$ cat src/rtl/alarm_sequencer_if.sv
// alarm_sequencer_if: groups the alarm sequencer's control inputs, BCD time
// buses and status outputs into one bundle.
// slave  : the sequencer itself (consumes time/buttons, drives status)
// master : the surrounding system or testbench (drives time/buttons)
interface alarm_sequencer_if;
    logic       tick_sec;
    logic       bud_en;
    logic       stop_btn;
    logic       snooze_btn;
    logic [3:0] hourdec_now;
    logic [3:0] hourone_now;
    logic [3:0] mindec_now;
    logic [3:0] minone_now;
    logic [3:0] hourdec_bud;
    logic [3:0] hourone_bud;
    logic [3:0] mindec_bud;
    logic [3:0] minone_bud;
    logic       aud_en;
    logic       bud_state_o;
    logic [1:0] state_o;
    logic [2:0] snooze_cnt_o;
    logic [3:0] snz_hourdec;
    logic [3:0] snz_hourone;
    logic [3:0] snz_mindec;
    logic [3:0] snz_minone;

    modport slave (
        input  tick_sec, bud_en, stop_btn, snooze_btn,
        input  hourdec_now, hourone_now, mindec_now, minone_now,
        input  hourdec_bud, hourone_bud, mindec_bud, minone_bud,
        output aud_en, bud_state_o, state_o, snooze_cnt_o,
        output snz_hourdec, snz_hourone, snz_mindec, snz_minone
    );

    modport master (
        output tick_sec, bud_en, stop_btn, snooze_btn,
        output hourdec_now, hourone_now, mindec_now, minone_now,
        output hourdec_bud, hourone_bud, mindec_bud, minone_bud,
        input  aud_en, bud_state_o, state_o, snooze_cnt_o,
        input  snz_hourdec, snz_hourone, snz_mindec, snz_minone
    );
endinterface

$ cat src/rtl/alarm_sequencer.sv
// alarm_sequencer: compares the running BCD time against the alarm time,
// sequences ringing, snooze (with BCD snooze-target arithmetic), stop and
// ring timeout. All outputs are registered.
// Optional build macro: ALARM_BEEP_EN -- when defined, aud_en alternates
// 1 s on / 1 s off while ringing instead of being held high.
module alarm_sequencer #(
    parameter int RING_SEC   = 60,
    parameter int SNOOZE_MIN = 5,
    parameter int MAX_SNOOZE = 3
) (
    input  logic                clk,
    input  logic                rst,
    alarm_sequencer_if.slave    bus
);

    typedef enum logic [1:0] {
        ST_IDLE    = 2'd0,
        ST_ARMED   = 2'd1,
        ST_RINGING = 2'd2,
        ST_SNOOZE  = 2'd3
    } state_t;

    state_t     r_state;
    state_t     w_next_state;
    logic [7:0] r_ring_cnt;
    logic [7:0] w_ring_cnt_nxt;
    logic [2:0] r_snz_cnt;
    logic [2:0] w_snz_cnt_nxt;
    logic       w_load_snz;
    logic       r_match_a;
    logic       r_match_s;
    logic       r_aud_en;
    logic       r_bud_state;
    logic [3:0] r_snz_hourdec;
    logic [3:0] r_snz_hourone;
    logic [3:0] r_snz_mindec;
    logic [3:0] r_snz_minone;

    logic       w_match_a;
    logic       w_match_s;
    logic       w_trig_a;
    logic       w_trig_s;
    logic       w_timeout;
    logic       w_aud_nxt;

    logic [7:0] w_min_sum;
    logic [7:0] w_min_adj;
    logic       w_carry;
    logic [7:0] w_hour_sum;
    logic [7:0] w_hour_adj;

    // Literal 4-digit compares; triggers fire only on the 0->1 edge of a match
    assign w_match_a = (bus.hourdec_now == bus.hourdec_bud) && (bus.hourone_now == bus.hourone_bud) &&
                       (bus.mindec_now  == bus.mindec_bud)  && (bus.minone_now  == bus.minone_bud);
    assign w_match_s = (bus.hourdec_now == r_snz_hourdec) && (bus.hourone_now == r_snz_hourone) &&
                       (bus.mindec_now  == r_snz_mindec)  && (bus.minone_now  == r_snz_minone);
    assign w_trig_a  = w_match_a && !r_match_a;
    assign w_trig_s  = w_match_s && !r_match_s;
    assign w_timeout = (r_state == ST_RINGING) && bus.tick_sec && (r_ring_cnt == 8'(RING_SEC - 1));

    // Snooze target: now + SNOOZE_MIN minutes, carrying into hours and wrapping at 24
    assign w_min_sum  = {4'd0, bus.mindec_now} * 8'd10 + {4'd0, bus.minone_now} + 8'(SNOOZE_MIN);
    assign w_carry    = (w_min_sum >= 8'd60);
    assign w_min_adj  = w_carry ? (w_min_sum - 8'd60) : w_min_sum;
    assign w_hour_sum = {4'd0, bus.hourdec_now} * 8'd10 + {4'd0, bus.hourone_now} + {7'd0, w_carry};
    assign w_hour_adj = (w_hour_sum >= 8'd24) ? (w_hour_sum - 8'd24) : w_hour_sum;

    // Next-state logic: bud_en low > stop > timeout > snooze > match trigger
    always_comb begin
        w_next_state   = r_state;
        w_ring_cnt_nxt = r_ring_cnt;
        w_snz_cnt_nxt  = r_snz_cnt;
        w_load_snz     = 1'b0;
        if (!bus.bud_en) begin
            w_next_state  = ST_IDLE;
            w_snz_cnt_nxt = 3'd0;
        end else begin
            case (r_state)
                ST_IDLE: begin
                    w_next_state = ST_ARMED;
                end
                ST_ARMED: begin
                    if (w_trig_a) begin
                        w_next_state   = ST_RINGING;
                        w_ring_cnt_nxt = 8'd0;
                        w_snz_cnt_nxt  = 3'd0;
                    end
                end
                ST_RINGING: begin
                    if (bus.tick_sec) begin
                        w_ring_cnt_nxt = r_ring_cnt + 8'd1;
                    end
                    if (bus.stop_btn || w_timeout) begin
                        w_next_state  = ST_ARMED;
                        w_snz_cnt_nxt = 3'd0;
                    end else if (bus.snooze_btn && (r_snz_cnt < 3'(MAX_SNOOZE))) begin
                        w_next_state  = ST_SNOOZE;
                        w_snz_cnt_nxt = r_snz_cnt + 3'd1;
                        w_load_snz    = 1'b1;
                    end
                end
                ST_SNOOZE: begin
                    if (bus.stop_btn) begin
                        w_next_state  = ST_ARMED;
                        w_snz_cnt_nxt = 3'd0;
                    end else if (w_trig_s) begin
                        w_next_state   = ST_RINGING;
                        w_ring_cnt_nxt = 8'd0;
                    end
                end
                default: begin
                    w_next_state = ST_IDLE;
                end
            endcase
        end
    end

`ifdef ALARM_BEEP_EN
    logic r_beep;
    logic w_beep_nxt;

    // Beep phase: restarts "on" at RINGING entry, flips on every second while ringing
    always_comb begin
        w_beep_nxt = r_beep;
        if (w_next_state == ST_RINGING && r_state != ST_RINGING) begin
            w_beep_nxt = 1'b0;
        end else if (r_state == ST_RINGING && bus.tick_sec) begin
            w_beep_nxt = !r_beep;
        end
    end

    // Beep phase register
    always_ff @(posedge clk or posedge rst) begin
        if (rst) begin
            r_beep <= 1'b0;
        end else begin
            r_beep <= w_beep_nxt;
        end
    end

    assign w_aud_nxt = (w_next_state == ST_RINGING) && !w_beep_nxt;
`else
    assign w_aud_nxt = (w_next_state == ST_RINGING);
`endif

    // State, counters, match history and registered outputs
    always_ff @(posedge clk or posedge rst) begin
        if (rst) begin
            r_state       <= ST_IDLE;
            r_ring_cnt    <= 8'd0;
            r_snz_cnt     <= 3'd0;
            r_match_a     <= 1'b0;
            r_match_s     <= 1'b0;
            r_aud_en      <= 1'b0;
            r_bud_state   <= 1'b0;
            r_snz_hourdec <= 4'd0;
            r_snz_hourone <= 4'd0;
            r_snz_mindec  <= 4'd0;
            r_snz_minone  <= 4'd0;
        end else begin
            r_state     <= w_next_state;
            r_ring_cnt  <= w_ring_cnt_nxt;
            r_snz_cnt   <= w_snz_cnt_nxt;
            r_match_a   <= w_match_a;
            r_match_s   <= w_match_s;
            r_aud_en    <= w_aud_nxt;
            r_bud_state <= (w_next_state == ST_RINGING);
            if (w_load_snz) begin
                r_snz_hourdec <= 4'(w_hour_adj / 8'd10);
                r_snz_hourone <= 4'(w_hour_adj % 8'd10);
                r_snz_mindec  <= 4'(w_min_adj / 8'd10);
                r_snz_minone  <= 4'(w_min_adj % 8'd10);
            end
        end
    end

    assign bus.aud_en       = r_aud_en;
    assign bus.bud_state_o  = r_bud_state;
    assign bus.state_o      = r_state;
    assign bus.snooze_cnt_o = r_snz_cnt;
    assign bus.snz_hourdec  = r_snz_hourdec;
    assign bus.snz_hourone  = r_snz_hourone;
    assign bus.snz_mindec   = r_snz_mindec;
    assign bus.snz_minone   = r_snz_minone;

endmodule

$ cat src/flat_wrapper.sv
// flat-port wrapper written by rule: the top's interface ports become plain ports
module alarm_sequencer_flat 
#(
    parameter int RING_SEC   = 60,
    parameter int SNOOZE_MIN = 5,
    parameter int MAX_SNOOZE = 3
)
  (clk, rst, bus_tick_sec, bus_bud_en, bus_stop_btn, bus_snooze_btn, bus_hourdec_now, bus_hourone_now, bus_mindec_now, bus_minone_now, bus_hourdec_bud, bus_hourone_bud, bus_mindec_bud, bus_minone_bud, bus_aud_en, bus_bud_state_o, bus_state_o, bus_snooze_cnt_o, bus_snz_hourdec, bus_snz_hourone, bus_snz_mindec, bus_snz_minone);
  alarm_sequencer_if bus_i ();
  input  logic clk;
  input  logic rst;
  input wire logic [$bits(bus_i.tick_sec)-1:0] bus_tick_sec;
  input wire logic [$bits(bus_i.bud_en)-1:0] bus_bud_en;
  input wire logic [$bits(bus_i.stop_btn)-1:0] bus_stop_btn;
  input wire logic [$bits(bus_i.snooze_btn)-1:0] bus_snooze_btn;
  input wire logic [$bits(bus_i.hourdec_now)-1:0] bus_hourdec_now;
  input wire logic [$bits(bus_i.hourone_now)-1:0] bus_hourone_now;
  input wire logic [$bits(bus_i.mindec_now)-1:0] bus_mindec_now;
  input wire logic [$bits(bus_i.minone_now)-1:0] bus_minone_now;
  input wire logic [$bits(bus_i.hourdec_bud)-1:0] bus_hourdec_bud;
  input wire logic [$bits(bus_i.hourone_bud)-1:0] bus_hourone_bud;
  input wire logic [$bits(bus_i.mindec_bud)-1:0] bus_mindec_bud;
  input wire logic [$bits(bus_i.minone_bud)-1:0] bus_minone_bud;
  output wire logic [$bits(bus_i.aud_en)-1:0] bus_aud_en;
  output wire logic [$bits(bus_i.bud_state_o)-1:0] bus_bud_state_o;
  output wire logic [$bits(bus_i.state_o)-1:0] bus_state_o;
  output wire logic [$bits(bus_i.snooze_cnt_o)-1:0] bus_snooze_cnt_o;
  output wire logic [$bits(bus_i.snz_hourdec)-1:0] bus_snz_hourdec;
  output wire logic [$bits(bus_i.snz_hourone)-1:0] bus_snz_hourone;
  output wire logic [$bits(bus_i.snz_mindec)-1:0] bus_snz_mindec;
  output wire logic [$bits(bus_i.snz_minone)-1:0] bus_snz_minone;
  assign bus_i.tick_sec = bus_tick_sec;
  assign bus_i.bud_en = bus_bud_en;
  assign bus_i.stop_btn = bus_stop_btn;
  assign bus_i.snooze_btn = bus_snooze_btn;
  assign bus_i.hourdec_now = bus_hourdec_now;
  assign bus_i.hourone_now = bus_hourone_now;
  assign bus_i.mindec_now = bus_mindec_now;
  assign bus_i.minone_now = bus_minone_now;
  assign bus_i.hourdec_bud = bus_hourdec_bud;
  assign bus_i.hourone_bud = bus_hourone_bud;
  assign bus_i.mindec_bud = bus_mindec_bud;
  assign bus_i.minone_bud = bus_minone_bud;
  assign bus_aud_en = bus_i.aud_en;
  assign bus_bud_state_o = bus_i.bud_state_o;
  assign bus_state_o = bus_i.state_o;
  assign bus_snooze_cnt_o = bus_i.snooze_cnt_o;
  assign bus_snz_hourdec = bus_i.snz_hourdec;
  assign bus_snz_hourone = bus_i.snz_hourone;
  assign bus_snz_mindec = bus_i.snz_mindec;
  assign bus_snz_minone = bus_i.snz_minone;
  alarm_sequencer #(.RING_SEC(RING_SEC), .SNOOZE_MIN(SNOOZE_MIN), .MAX_SNOOZE(MAX_SNOOZE)) u_core (.clk(clk), .rst(rst), .bus(bus_i));
endmodule
$ cat config.mk
export PLATFORM = sky130hd
export DESIGN_NAME = alarm_sequencer_flat
export DESIGN_NICKNAME = d
export VERILOG_FILES = /design/src/rtl/alarm_sequencer_if.sv /design/src/rtl/alarm_sequencer.sv /design/src/flat_wrapper.sv
export SDC_FILE = /design/constraint.sdc
export NUM_CORES = 1
export LEC_CHECK = 0
export ABC_AREA = 1
export CAP_MARGIN = 25
export CORE_ASPECT_RATIO = 0.5
export CORE_MARGIN = 8
export CORE_UTILIZATION = 50
export CTS_BUF_LIST = sky130_fd_sc_hd__clkbuf_16
export CTS_CLUSTER_DIAMETER = 200
export DETAILED_ROUTE_END_ITERATION = 8
export DONT_BUFFER_PORTS = 1
export GPL_ROUTABILITY_DRIVEN = 0
export HOLD_SLACK_MARGIN = 0.1
export PLACE_DENSITY = 0.63
export REMOVE_ABC_BUFFERS = 1
export SYNTH_ARGS = -nofsm -noshare
export SYNTH_HDL_FRONTEND = slang
export SYNTH_SLANG_ARGS = --single-unit
$ cat constraint.sdc
create_clock -name clk -period 2.9 [get_ports clk]
set_input_delay 0.58 -clock clk [delete_from_list [all_inputs] [get_ports clk]]
set_output_delay 0.58 -clock clk [all_outputs]
set_load 0.1 [all_outputs]
-- Yosys cells after proc, flatten, opt, wreduce, memory -nomap -nowiden
Index checks and enable logic that the tools add are counted.
- $add $sub $neg: 8
- muxes and demuxes: 24
- reductions and logical operators: 18
- multipliers: 2
- div/mod/pow operators: 4
- order comparisons: 3
- equality and inequality tests: 21
- operators with widths (cell ; count):
    8-bit two-way mux ; 6
    4-bit == test ; 8
    8-bit case mux with 3 select lines ; 1
    8-bit by 4-bit adder with 8-bit output ; 2
    8-bit by 4-bit divider with 8-bit output (second input constant) ; 2
    8-bit by 4-bit remainder unit with 8-bit output (second input constant) ; 2
    3-bit two-way mux ; 5
    4-bit by 3-bit multiplier with 7-bit output (second input constant) ; 2
    2-bit two-way mux ; 6
    1-bit logical AND ; 11
    3-bit case mux with 3 select lines ; 1
    8-bit by 1-bit adder with 8-bit output ; 1
    8-bit by 1-bit adder with 8-bit output (second input constant) ; 1
    8-bit by 3-bit adder with 8-bit output (second input constant) ; 1
    8-bit by 6-bit == test with 1-bit output (second input constant) ; 1
    8-bit by 5-bit greater-or-equal comparator with 1-bit output (second input constant) ; 1
    8-bit by 6-bit greater-or-equal comparator with 1-bit output (second input constant) ; 1
    2-bit case mux with 4 select lines ; 1
    8-bit by 5-bit subtractor with 8-bit output (second input constant) ; 1
    8-bit by 6-bit subtractor with 8-bit output (second input constant) ; 1
    2-bit == test (second input constant) ; 3
    6-bit AND reduction ; 1
    1-bit two-way mux ; 4
    2-bit by 1-bit != test with 1-bit output (second input constant) ; 2
    other kinds (13) ; 15
- register bits after elaboration: 32
- input bits: 38
- word-level logic and storage cells: 90
- output and inout port bits: 23

-- Longest topological paths before layout
Gate-level depths: netlist (run 1).
- word-level depth: 10
- gate-level depth with buffers: 51
- mapped depth without buffers: 51

-- Worst setup path before layout (run 1)
No wires, ideal clock.
- kind: input to register
- from: input port bus_mindec_now[0]
- to: register u_core.r_snz_hourone[1], in the netlist u_core.bus.snz_hourone[1]
- slack: -2.424 ns
- library setup time: 0.120 ns
- required time: 2.780 ns
- path buffers: 0
- stages: 46
- arrival time: 5.204 ns
- cells stage by stage: ha_1 ha_1 ha_1 inv_1 nand2_1 nand2_1 inv_1 ha_1 inv_1 nor2_2 nand2_2 nand3_4 ha_1 inv_1 fa_1 inv_1 nand3_1 nand2_1 [... 10 more ...] nand2_2 nand2_1 nand2_1 inv_2 nand2_2 nand2_1 nand2_1 nand3_1 nand2_2 nand3_1 nand2_1 nand2_2 nand2_2 nand2_2 nand2_1 nand2_1 nand2_1 nand2_1
- cells in the longest elaborated chain, start to end: 8
- elaborated cells between the ends (all ways): 9
- classes of those cells: add/sub (4); mul (1); div (1); order compare (2); mux (1)
- RTL lines (element ; RTL line ; RTL):
    from (decl) ; flat_wrapper.sv:18 ; input wire logic [$bits(bus_i.mindec_now)-1:0] bus_mindec_now;
    4-bit by 3-bit multiplier with 7-bit output * ; alarm_sequencer.sv:62 ; assign w_min_sum = {4'd0, bus.mindec_now} * 8'd10 + {4'd0, bus.minone_now} + 8'(SNOOZE_MIN);
    8-bit by 4-bit adder with 8-bit output * ; alarm_sequencer.sv:62 ;
    8-bit by 3-bit adder with 8-bit output * ; alarm_sequencer.sv:62 ;
    8-bit by 6-bit greater-or-equal comparator with 1-bit output * ; alarm_sequencer.sv:63 ; assign w_carry = (w_min_sum >= 8'd60);
    8-bit by 1-bit adder with 8-bit output * ; alarm_sequencer.sv:65 ; assign w_hour_sum = {4'd0, bus.hourdec_now} * 8'd10 + {4'd0, bus.hourone_now} + {7'd0, w_carry};
    8-bit by 5-bit subtractor with 8-bit output / 8-bit by 5-bit greater-or-equal comparator with 1-bit output (equally long branches) ; alarm_sequencer.sv:66 ; assign w_hour_adj = (w_hour_sum >= 8'd24) ? (w_hour_sum - 8'd24) : w_hour_sum;
    8-bit two-way mux * ; alarm_sequencer.sv:66 ;
    8-bit by 4-bit remainder unit with 8-bit output * ; alarm_sequencer.sv:170 ; r_snz_hourone <= 4'(w_hour_adj % 8'd10);
    to (signal assigned) ; alarm_sequencer.sv:170 ;
    to (decl) ; alarm_sequencer.sv:35 ; logic [3:0] r_snz_hourone;
Mark *: on every way between the ends. The rest lies on a longest branch, timed or not.
A chain may end at the register's enable or synchronous reset.

-- Final worst setup path (run 1)
- from: input port bus_mindec_now[3]
- to: register u_core.r_snz_hourone[3], in the netlist u_core.bus.snz_hourone[3]
The elaborated chain is that of the path after synthesis.

==> metrics.cfg, run 1 <==
[outcome]
status = complete, but fails checks
violations = setup timing

[synthesis]
synth.area.top_cells = dfrtp_1 (20%), nand2_1 (16%), ha_1 (9.4%), inv_1 (8.0%), nand3_1 (6.5%)
yosys.area.top_type = dfrtp_1
yosys.area.top_type_share_pct = 20.0
avgSynthCellArea_sq_um = 6.59
syn-cell-area_sq_mm = 0.00401
yosysSeqAreaShare_pct = 20.0
synthAdderAreaFrac_pct = 11.4
synthMuxAreaShare_pct = 0
postSynthCellCount = 608
synth_compound_area_share_pct = 8.47
ys_types = 49
synthSimpleGateAreaFrac_pct = 43.6
synth_async_sr_flop_share_pct = 100
ys_seq_elements = 32
synth_flop_cell = dfrtp_1
synth_top_family_by_area = simple AND/OR/NAND/NOR gates
synth_xor_area_share_pct = 6.12
synth_edf_count = 0
synth_warnings = 0

[clocking]
cts.root.buffer_cell = clkbuf_16
clk_latency_ps = 290
cts_hold_buf = 0
numCtsBuffers = 5
clk_pin_slew_ps = 60
clkSinkCount = 32
htreeDepth = 2
tritoncts = done
clockBufferDepth = 2

[finish]
syn_to_final_growth_pct = 44.4
finalNetCount = 808
utilization_pct = 73.3
fillerInstances = 633
drive_gt1_share_pct = 40.2
num_antenna_cells = 0

[routing]
drc = 0
firstDrtPassIters = 4
vias = 4359
detail-route-antenna-nets = 0
via_per_inst = 5.13
drt-total-wl_mm = 12.0
routedWlPerCell_um = 14.2
drtIter0Drc = 162

[floorplanning]
die_x_um = 143
start_util_pct = 50.8
num_rows = 23
pin_count = 61
design.core.area_sq_mm = 0.00789
die-height_um = 79.3
die_area_sq_mm = 0.0113

[placement]
hpwlAfterDp_mm = 8.66
portBuffers = 0

[sta]
post-route-period-util_pct = 176
hold_viol_final = 0
hold_slack_ps = 308
tightestPinTransition_ps = 943
fin_ws_ps = -2190
rsz0062_at_grt = true
finClkSkew_ps = 6.76
max-slew-margin-rel_pct = 37.3
fmax_ghz = 0.196
drv_slew = 0
finalSetupViolCount = 14
period_minus_slack_ps = 5090

[grt]
grt_pass1_wl_mm = 19.2
grt_pass1_vias = 4242
antenna_found_initial = 0
overflow = 0
grt_max_degree = 23
global_route.usage.total_pct = 20.7

[critical_path]
start_kind = primary input
crit_top_cell = nand2_2
crit_path_end_kind = flop
required_ps = 3070
r2r_slack_ps = 380
crit_arrival_ps = 5260
cpMaxStageDelayCell = fa_2
critPathMaxFanout = 8
critPathMaxStageDelay_ps = 580
critPathKind = primary input to flop

[min_path]
holdCritPathClass = primary input to async pin

[pwr]
power_leakage_nw = 3.04
power_density_mw_per_mm2 = 1000
irDropWorstVdd_v = 0.000778
power_w = 0.00579

[job]
drv_cap = 0

## cells by family after synthesis
logic type | count (synthesis)
compound gates | 51
flops | 32
xor+xnor | 28
buf+inv | 108
simple gates | 355
fa+ha+maj | 34
## through the flow
| step | instance area, sq um | setup TNS [ps] | setup slack [ps] | cells |
|---|---|---|---|---|
| 3_5_place_dp | 4910 | -26820 | -2700 | 820 |
| 6_report | 5780 | -20450 | -2190 | 849 |
| 5_1_grt | 5780 | -23300 | -2410 | 849 |
| 2_1_floorplan | 3970 | -22620 | -2430 | 602 |
| 4_1_cts | 5550 | -18700 | -2000 | 844 |
| 3_3_place_gp | 4910 | -25460 | -2570 | 820 |
## cell usage after synthesis, types with 2 or more instances
library cell	instances
nand2_1	176
inv_1	85
nand3_1	52
nand2_2	36
dfrtp_1	32
ha_1	30
nor2_1	28
nand4_1	19
o21ai_0	17
inv_2	16
xnor2_1	15
xor2_1	13
a21oi_1	7
nor3_1	7
nand3_2	6
o21ai_1	6
nor4_1	5
a31oi_1	4
fa_1	4
nand2_4	4
nand3b_1	4
nor3b_1	4
nor2_2	3
or2_2	3
a21o_1	2
buf_2	2
buf_4	2
clkbuf_1	2
nand3_4	2
o21a_1	2
o21ai_2	2
## worst max-delay path: cells and delay by family
kind	cells	cell delay (ps)
AO/OA/AOI/OAI	3	480
buffers and inverters	10	850
adder cells (fa/ha/maj)	5	1430
AND/OR/NAND/NOR	22	1910
## repair_timing
action / CTS / global route
endpoints found under the setup margin: 14 / 18
buffers inserted: 17 / 5
pin swaps: 50 / 38
hold endpoints to repair: 0 / 0
resized for setup: 75 / 47
## placed cells by master, fill, tap and decap left out, types with 8 or more instances in the layout
cell	count
nand2_1	148
buf_4	121
inv_1	77
nand2_2	48
nand3_1	36
dfrtp_1	31
nor2_1	27
inv_2	24
nand4_1	19
nand2_4	19
ha_1	17
nand3_2	16
o21ai_0	16
xnor2_1	15
xor2_1	13
ha_4	12
nand3_4	8
## report_power, final
| part | total (W) | switching, W | internal, W | leakage [nW] |
|---|---|---|---|---|
| Sequential | 0.000452 | 0.00000267 | 0.000450 | 0.432 |
| Combinational | 0.00473 | 0.00262 | 0.00211 | 2.52 |
| Clock | 0.000602 | 0.000202 | 0.000400 | 0.0850 |
| Total | 0.00579 | 0.00283 | 0.00296 | 3.04 |
## path summary, 6_finish.rpt
path | depth (start not counted) | from | to
hold / removal | 1 | rst | u_core.r_ring_cnt[7]
min in group clk | 2 | bus_bud_en | u_core.bus.state_o[0]
max in group asynchronous | 2 | rst | u_core.bus.snz_hourdec[0]
setup reg to reg | 16 | u_core.bus.snz_mindec[2] | u_core.r_ring_cnt[5]
hold reg to reg | 1 | u_core.r_ring_cnt[7] | u_core.r_ring_cnt[7]
setup / recovery | 40 | bus_mindec_now[3] | u_core.bus.snz_hourone[3]
## state kept, by name, summed over array words and instances, names as in the netlist
register	flops
u_core.bus.snz_mindec	4
u_core.bus.snz_hourdec	4
u_core.r_match_a	1
u_core.bus.snooze_cnt_o	3
u_core.bus.snz_minone	4
u_core.r_match_s	1
u_core.bus.aud_en	1
u_core.bus.state_o	2
u_core.r_ring_cnt	8
u_core.bus.snz_hourone	4
## layer usage
layer  vias up  global-route usage (%)  wire length [um]
met5         -                       0                 0
met4         0                    6.20               296
met3        28                    5.20               765
met2       105                    38.4              6020
met1      2013                    23.2              4950
li1       2213                       -                 -
## layout make-up
type	instances	area, sq um	share of cell area [%]
clock buffer	5	125	2.16
clock inverter	3	38.8	0.671
inverter	102	388	6.71
multi-input combinational	468	3310	57.3
sequential	32	802	13.9
tap	112	140	2.42
timing repair buffer	127	976	16.9
Note: power is estimated with default switching activity, not from simulation.
==> run 2: changes to the inputs <==
- CAP_MARGIN: 25 -> 40
==> metrics.cfg, run 2 (synthesized netlist as in run 1, its figures left out) <==
[placement]
portBuffers = 0  ; unchanged
placed_cells = 821  ; +0.12%
hpwlAfterDp_mm = 8.64  ; -0.21%

[sta]
post-route-period-util_pct = 171  ; -5.0 points
fmax_ghz = 0.202  ; +2.9%
drv_slew = 0  ; unchanged
finalSetupViolCount = 14  ; unchanged
tightestPinTransition_ps = 758  ; -185 ps
fin_ws_ps = -2050  ; +144 ps
period_minus_slack_ps = 4950  ; -144 ps
finClkSkew_ps = 5.21  ; -1.55 ps
rsz0062_at_grt = true
setup_tns_ps = -19280  ; +1170 ps
hold_viol_final = 0  ; unchanged
max-slew-margin-rel_pct = 49.4  ; +12 points

[routing]
via_per_inst = 5.03  ; -2.1%
routedWlPerCell_um = 13.5  ; -5.0%
met3_length_um = 701  ; -8.4%
met1_length_mm = 4.96  ; +0.10%
vias = 4211  ; -3.4%
drt-total-wl_mm = 11.3  ; -6.3%
detail-route-antenna-nets = 0  ; unchanged
drc = 0  ; unchanged
drtIter0Drc = 127  ; -22%
dr_wl_met2_mm = 5.46  ; -9.3%
highest_layer = met4
firstDrtPassIters = 4  ; unchanged

[pwr]
p_clk_share_pct = 11.2  ; +0.8 points
power.internal_w = 0.00276  ; -6.8%
pwr-share-comb_pct = 80.4  ; -1.4 points
seqPwrFrac_pct = 8.4  ; +0.6 points
p_switching_w = 0.00264  ; -6.4%
power_leakage_nw = 2.97  ; -2.2%
sw_frac_of_total_pct = 48.9  ; +0.12 points
power_density_mw_per_mm2 = 959  ; -4.2%
irDropWorstVdd_v = 0.000948  ; +22%

[critical_path]
cpMaxStageDelayCell = fa_2
start_kind = primary input
crit_arrival_ps = 5130  ; -130 ps
crit_top_cell = nand2_2
ff2ff_path_depth = 17  ; +1
r2r-end = u_core.r_ring_cnt[4]
rr_startpoint = u_core.bus.snz_mindec[3]
r2r_slack_ps = 310  ; -70 ps
crit_path_end_kind = flop
critPathMaxStageDelay_ps = 590  ; about the same
cp-startpoint = bus_mindec_now[3]
critPathMaxFanout = 8  ; unchanged
critPathKind = primary input to flop
crit_end = u_core.bus.snz_hourone[1]
required_ps = 3080  ; about the same

[floorplanning]
die_area_sq_mm = 0.0113  ; unchanged
die_x_um = 143  ; unchanged
start_util_pct = 50.8  ; unchanged
die-height_um = 79.3  ; unchanged
design.core.area_sq_mm = 0.00789  ; unchanged
num_rows = 23  ; unchanged
pin_count = 61  ; unchanged

[finish]
mostFrequentLayoutCells = nand2_1 (153), buf_4 (114), inv_1 (78), nand2_2 (45), nand3_1 (40)
fillerInstances = 667  ; +5.4%
seq_area_sq_um = 802  ; unchanged
regMostFlops = u_core.r_ring_cnt
largest_reg_flops = 8  ; unchanged
finalNetCount = 797  ; -1.4%
final_cells = 838  ; -1.3%
syn_to_final_growth_pct = 40.7
num_antenna_cells = 0  ; unchanged
drive_gt1_share_pct = 37.7  ; -2.4 points
multi_input_area_sq_mm = 0.00325  ; -2.0%
layout_commonest_cell = nand2_1

[clocking]
clkSinkCount = 32  ; unchanged
cts_hold_buf = 0  ; unchanged
numCtsBuffers = 5  ; unchanged
clk_pin_slew_ps = 60  ; about the same
clockBufferDepth = 2  ; unchanged
tritoncts = done
clk_latency_ps = 290  ; about the same
htreeDepth = 2  ; unchanged
cts.root.buffer_cell = clkbuf_16

[min_path]
holdCritPathClass = primary input to async pin

[grt]
global_route.usage.total_pct = 20.2  ; -0.53 points
overflow = 0  ; unchanged
grt_max_degree = 23  ; unchanged
grt_pass1_wl_mm = 18.6  ; -2.9%
grt_pass1_vias = 4137  ; -2.5%
antenna_found_initial = 0  ; unchanged

[outcome]
violations = setup timing
status = complete, but fails checks

[job]
drv_cap = 0  ; unchanged

## run 2: changes by cell type in the layout (fill, tap and decap cells not counted), sizes merged
cell,previous run,this run
buf,127,116
## run 2: worst min-delay path by stage
stage | slack, ps | cells past startpoint | start | to
3_5_place_dp | 520 | 1 | u_core.r_ring_cnt[7] | u_core.r_ring_cnt[7]
2_1_floorplan | 480 | 2 | u_core.r_ring_cnt[1] | u_core.r_ring_cnt[1]
4_1_cts | 330 | 1 | rst | u_core.r_ring_cnt[7]
5_1_grt | 370 | 1 | rst | u_core.r_ring_cnt[7]
6_report | 310 | 1 | rst | u_core.r_ring_cnt[7]
3_3_place_gp | 510 | 2 | u_core.r_ring_cnt[1] | u_core.r_ring_cnt[1]
## run 2: what timing repair did
item                                    4_1_cts  5_1_grt
resized for setup                            53       48
endpoints found under the setup margin       14       18
pin swaps                                    34       33
setup buffers                                 5        4
## run 2: critical path: cells and delay by family
| family | cells | cell delay [ps] |
|---|---|---|
| and+or+nand+nor | 30 | 2370 |
| adders and majority gates | 5 | 1460 |
| buffers and inverters | 7 | 480 |
| AOI/OAI and AO/OA | 1 | 230 |
## run 2: cell type report
type                    count  share of cell area (%)
clock buffers               5                    2.22
clock inverters             3                   0.688
inverters                 102                    6.88
multi-input cells         468                    57.6
flip-flops and latches     32                    14.2
well taps                 112                    2.49
repair buffers            116                    15.9
## run 2: power groups by stage
stage | clock network (W) | registers [W] | logic (W)
after floorplan | 0 | 0.000478 | 0.00248
after global placement | 0 | 0.000460 | 0.00353
after detailed placement | 0 | 0.000460 | 0.00360
after CTS | 0.000619 | 0.000452 | 0.00386
after global routing | 0.000651 | 0.000452 | 0.00483
final | 0.000607 | 0.000452 | 0.00435
## run 2: per-stage QoR
stage	power (W)	setup WS (ps)	utilization, %	cell area, sq um	hold slack, ps
3_5_place_dp	0.00406	-2700	62.6	4940	518
4_1_cts	0.00493	-2000	68.2	5380	327
3_3_place_gp	0.00399	-2570	62.3	4910	509
6_report	0.00541	-2050	71.5	5640	311
5_1_grt	0.00593	-2330	71.5	5640	372
2_1_floorplan	0.00296	-2430	-	3970	479
## run 2: per-layer routing
metal	track usage, %	vias up
met4	4.84	0
met2	36.0	79
met1	23.5	1936
met3	6.16	11
li1	-	2185
met5	0	-
